<file path="config.mk">
export PLATFORM = sky130hd
export DESIGN_NAME = btn_debounce_pulse
export DESIGN_NICKNAME = d
export VERILOG_FILES = /design/src/rtl/debounce_pkg.sv /design/src/rtl/sync_2ff.sv /design/src/rtl/btn_debounce_pulse.sv
export SDC_FILE = /design/constraint.sdc
export NUM_CORES = 1
export LEC_CHECK = 0
export CORE_UTILIZATION = 59
export DETAILED_ROUTE_END_ITERATION = 8
export PLACE_DENSITY = 0.82
export SYNTH_ARGS = -nofsm -noshare
export SYNTH_HDL_FRONTEND = slang
export SYNTH_HIERARCHICAL = 1
export SYNTH_SLANG_ARGS = --single-unit
</file>
<file path="constraint.sdc">
create_clock -name clk -period 2.65 [get_ports clk]
set_input_delay 0.3975 -clock clk [delete_from_list [all_inputs] [get_ports clk]]
set_output_delay 0.3975 -clock clk [all_outputs]
set_load 0.01 [all_outputs]
</file>
<file path="src/rtl/debounce_pkg.sv">
// Shared definitions for the push-button conditioning blocks.
package debounce_pkg;

  // Debounce FSM state encoding.
  localparam logic [1:0] S_LOW       = 2'd0;
  localparam logic [1:0] S_WAIT_HIGH = 2'd1;
  localparam logic [1:0] S_HIGH      = 2'd2;
  localparam logic [1:0] S_WAIT_LOW  = 2'd3;

  typedef enum logic [1:0] {
    ST_LOW       = S_LOW,
    ST_WAIT_HIGH = S_WAIT_HIGH,
    ST_HIGH      = S_HIGH,
    ST_WAIT_LOW  = S_WAIT_LOW
  } deb_state_e;

  // 10 ms of stability at a 100 MHz system clock.
  localparam int unsigned STABLE_CYCLES_100MHZ = 1_000_000;

endpackage

</file>
<file path="src/rtl/sync_2ff.sv">
// Two-flop synchronizer for asynchronous board inputs (buttons, switches).
module sync_2ff (
  input  logic clk,
  input  logic reset_n,
  input  logic d,
  output logic q
);

  logic sync1_q;
  logic sync2_q;

  // Shift the raw input through two flops to resolve metastability.
  always_ff @(posedge clk or negedge reset_n) begin
    if (!reset_n) begin
      sync1_q <= 1'b0;
      sync2_q <= 1'b0;
    end else begin
      sync1_q <= d;
      sync2_q <= sync1_q;
    end
  end

  assign q = sync2_q;

endmodule

</file>
<file path="src/rtl/btn_debounce_pulse.sv">
// Push-button conditioner: synchronizer, stability counter and debounce FSM
// producing a clean level plus single-cycle rise/fall pulses.
//
// state       | meaning
// ------------+---------------------------------------------------------
// LOW         | accepted level 0, input agrees
// WAIT_HIGH   | level 0, input high; counting consecutive high samples
// HIGH        | accepted level 1, input agrees
// WAIT_LOW    | level 1, input low; counting consecutive low samples
module btn_debounce_pulse
  import debounce_pkg::*;
#(
  parameter int unsigned STABLE_CYCLES = STABLE_CYCLES_100MHZ,
  parameter int unsigned CNT_W         = 24
) (
  input  logic clk,
  input  logic reset_n,
  input  logic btn_in,
  output logic btn_level,
  output logic btn_rise,
  output logic btn_fall
);

  localparam logic [CNT_W-1:0] CNT_TC  = CNT_W'(STABLE_CYCLES - 1);
  localparam logic [CNT_W-1:0] CNT_ONE = CNT_W'(1);

  logic             btn_sync;
  deb_state_e       state_q, state_d;
  logic [CNT_W-1:0] cnt_q, cnt_d;
  logic             level_q, level_d;
  logic             rise_q, rise_d;
  logic             fall_q, fall_d;

  sync_2ff u_sync (
    .clk     (clk),
    .reset_n (reset_n),
    .d       (btn_in),
    .q       (btn_sync)
  );

  // Next-state logic: a new level is accepted only after STABLE_CYCLES
  // consecutive disagreeing samples; the counter stops at the terminal count.
  always_comb begin
    state_d = state_q;
    cnt_d   = cnt_q;
    level_d = level_q;
    rise_d  = 1'b0;
    fall_d  = 1'b0;
    case (state_q)
      ST_LOW: begin
        if (btn_sync) begin
          state_d = ST_WAIT_HIGH;
          cnt_d   = CNT_ONE;
        end else begin
          cnt_d   = '0;
        end
      end
      ST_WAIT_HIGH: begin
        if (!btn_sync) begin
          state_d = ST_LOW;
          cnt_d   = '0;
        end else if (cnt_q == CNT_TC) begin
          state_d = ST_HIGH;
          level_d = 1'b1;
          rise_d  = 1'b1;
          cnt_d   = '0;
        end else begin
          cnt_d   = cnt_q + CNT_ONE;
        end
      end
      ST_HIGH: begin
        if (!btn_sync) begin
          state_d = ST_WAIT_LOW;
          cnt_d   = CNT_ONE;
        end else begin
          cnt_d   = '0;
        end
      end
      ST_WAIT_LOW: begin
        if (btn_sync) begin
          state_d = ST_HIGH;
          cnt_d   = '0;
        end else if (cnt_q == CNT_TC) begin
          state_d = ST_LOW;
          level_d = 1'b0;
          fall_d  = 1'b1;
          cnt_d   = '0;
        end else begin
          cnt_d   = cnt_q + CNT_ONE;
        end
      end
      default: begin
        state_d = ST_LOW;
        cnt_d   = '0;
      end
    endcase
  end

  // FSM, counter and output registers; reset discards any partial count.
  always_ff @(posedge clk or negedge reset_n) begin
    if (!reset_n) begin
      state_q <= ST_LOW;
      cnt_q   <= '0;
      level_q <= 1'b0;
      rise_q  <= 1'b0;
      fall_q  <= 1'b0;
    end else begin
      state_q <= state_d;
      cnt_q   <= cnt_d;
      level_q <= level_d;
      rise_q  <= rise_d;
      fall_q  <= fall_d;
    end
  end

  assign btn_level = level_q;
  assign btn_rise  = rise_q;
  assign btn_fall  = fall_q;

endmodule
</file>
==> impl_metrics.toml <==
[global_routing]
grt_start_max_net_pins = 32
grtUsageTotal = 0.259
grt_pass1_vias = 1143
grt-ovfl-total = 0
wire_length_of_the_first_global_routing_pass_um = 4990
antenna_violations_before_repair = 0

[final_layout]
layout-drive-gt1-share = 0.0793
area_growth_pct = 9.58
fillCellCount = 176
antenna_cells = 0
utilization = 0.717
final_nets = 168
seqCellArea_um2 = 776
multi_input_area_um2 = 684

[setup_path]
crit_end = "cnt_q[23]$_DFF_PN0_"
critical_path.endpoint_type = "flop"
worstReg2RegStart = "cnt_q[5]$_DFF_PN0_"
start_kind = "flop"
internal_reg_to_reg_setup_slack_ns = 0.54
cp_data_required_time_ns = 2.89
launch_point_of_the_worst_path = "cnt_q[5]$_DFF_PN0_"
critical_path_peak_fanout = 8
rr_worst_depth = 4
crit_type = "reg -> reg"
r2r-end = "cnt_q[23]$_DFF_PN0_"
worst-endpoint-arrival_ns = 2.34

[detailed_routing]
ant_nets = 0
drtPass1Iterations = 6
viasPerCell = 6.16
drc = 0
detail_route.wl_per_cell_um = 14.6
postRouteWirelength_um = 2800
first_iter_violations = 35
dr_total_vias = 1183

[logic_synthesis]
syn-instance-count = 154
synthTopCellsByArea = "dfrtp_1, xnor2_1, nor2_1"
post_synth_instance_area_mm2 = 0.00150
synth.distinct_cells = 29
synth.yosys.warnings = 6
synth_flop_cell = "dfrtp_1"
avgSynthCellArea_um2 = 9.76
synth_enable_flop_cells = 0
synthDominantAreaCellType = "dfrtp_1"
synthMostInstantiatedCell = "dfrtp_1"
mappedNetlistNets = 158
async_reset_ff_frac = 1.00
synth-seq-cells = 31
synth_top_area_frac = 0.516
seq_area_frac_synth = 0.516
synth.cells.most_frequent = "dfrtp_1, nor2_1, nand2_1, nand4_1"

[placed_design]
placement.setup.worst_slack_ns = 0.599
dp_hpwl_um = 2030
globalplace.congestion = 0.800
buffer_ports.inserted = 5

[clocking]
postCtsResizedCells = 0
number_of_clock_buffers_inserted_by_tritoncts = 5
ctsHtreeMaxLevel = 2
clk_transition_reported_paths_ns = 0.09
longest_clk_path_bufs = 2
cts_hold_buffers = 0
clock_tree_from_tritoncts = "yes"
clock_latency_ns = 0.32
cts.sink_count = 31
ctsRootBufferMaster = "clkbuf_4"
post_cts_setup_repair_bufs = 0

[pwr]
worst_ir_drop_vdd_mv = 0.458
power_uw = 782
power.density_cell_area_mw_per_mm2 = 475
p_leak_nw = 0.631

[sta]
timing.final.ws_setup_ns = 0.544
timing.final.setup_violations = 0
rsz_0062_raised_after_global_routing = "no"
slew-limit-headroom = 0.598
period_needed_ns = 2.11
report.final.hold_viol_count = 0
tns_ns = 0
tightest_slew_ns = 0.594
max_freq_ghz = 0.475
final.setup_skew_ns = 0.00631
period_share = 0.795
finalMaxSlewViolations = 0

[die]
floorplan.die.width_um = 52.5
die-height_um = 52.5
boundaryPins = 6
initial_core_util = 0.654
rows = 17
coreArea_mm2 = 0.00230
design.die.area_mm2 = 0.00275

[status]
run_status = "completed"

[min_path]
worstHoldPathType = "reg -> reg"

[run]
cap_violations = 0
## registers in the layout (all words and copies together), names as in the netlist, named ones only
name,count
state_q,1
btn_fall,1
btn_level,1
cnt_q,24
btn_rise,1
u_sync/sync1_q,1
u_sync/q,1
## worst max-delay path, stage by stage (launching register included)
cell     delay, ns
dfrtp_1       0.49
nand4_4       0.18
or4_1         0.67
or4_1         0.51
a21oi_1       0.18
## worst min path at each step
stage	startpoint	to	slack [ns]	depth (start not counted)
6_report	u_sync/sync1_q$_DFF_PN0_	u_sync/q$_DFF_PN0_	0.36	0
5_1_grt	u_sync/sync1_q$_DFF_PN0_	u_sync/q$_DFF_PN0_	0.37	0
3_3_place_gp	u_sync/sync1_q$_DFF_PN0_	u_sync/q$_DFF_PN0_	0.34	0
4_1_cts	u_sync/sync1_q$_DFF_PN0_	u_sync/q$_DFF_PN0_	0.36	0
2_1_floorplan	reset_n	asynchronous set/reset pin	0.10	0
3_5_place_dp	u_sync/sync1_q$_DFF_PN0_	u_sync/q$_DFF_PN0_	0.34	0
## per-stage QoR
stage,cells,area [um^2],hold WS [ns]
after floorplan,154,1500,0.102
after global placement,185,1590,0.339
after detailed placement,185,1590,0.343
after CTS,192,1650,0.362
after global routing,192,1650,0.374
final,192,1650,0.361
## cell type report
| cell class | instances | area share |
|---|---|---|
| flip-flops and latches | 31 | 0.471 |
| multi-input cells | 112 | 0.416 |
| repair buffers | 8 | 0.0441 |
| clock buffers | 6 | 0.0312 |
| well taps | 28 | 0.0213 |
| inverters | 6 | 0.0137 |
| clock inverters | 1 | 0.00304 |
## cell families (layout without fill, tap and decap cells)
group                    count (synthesis)  after routing  synth area share
AO/OA/AOI/OAI                           22             22            0.0858
XOR/XNOR                                15             15            0.0874
adder cells (fa/ha/maj)                  1              1           0.00833
buffers and inverters                   11             21            0.0283
flip-flops                              31             31             0.516
multiplexers                             1              1           0.00749
AND/OR/NAND/NOR                         73             73             0.266
## report_power, final
group / internal, mW / switching, mW
Combinational: 0.00965 / 0.0191
Sequential: 0.477 / 0.00360
Clock: 0.123 / 0.150
## placed cells by master (no fill, tap or decap), types with 5 or more instances in the layout
cell             synthesis  routed
inv_1                    6       6
nand3_1                  7       7
a21oi_1                  9       9
or4_1                    6       6
clkdlybuf4s50_1          0       5
o21ai_0                  5       5
xor2_1                   6       6
xnor2_1                  9       9
nand4_1                 10      10
nor2_1                  20      20
nand2_1                 10      10
clkbuf_4                 0       5
dfrtp_1                 31      31
## per-layer routing
layer | up-vias | wire length, um | global-route usage
met2 | 24 | 1370 | 0.414
met1 | 577 | 1280 | 0.329
met5 | - | 0 | 0
met3 | 4 | 92 | 0.0551
met4 | 0 | 53 | 0.132
li1 | 578 | - | -
Note: power is estimated with default switching activity, not from simulation.
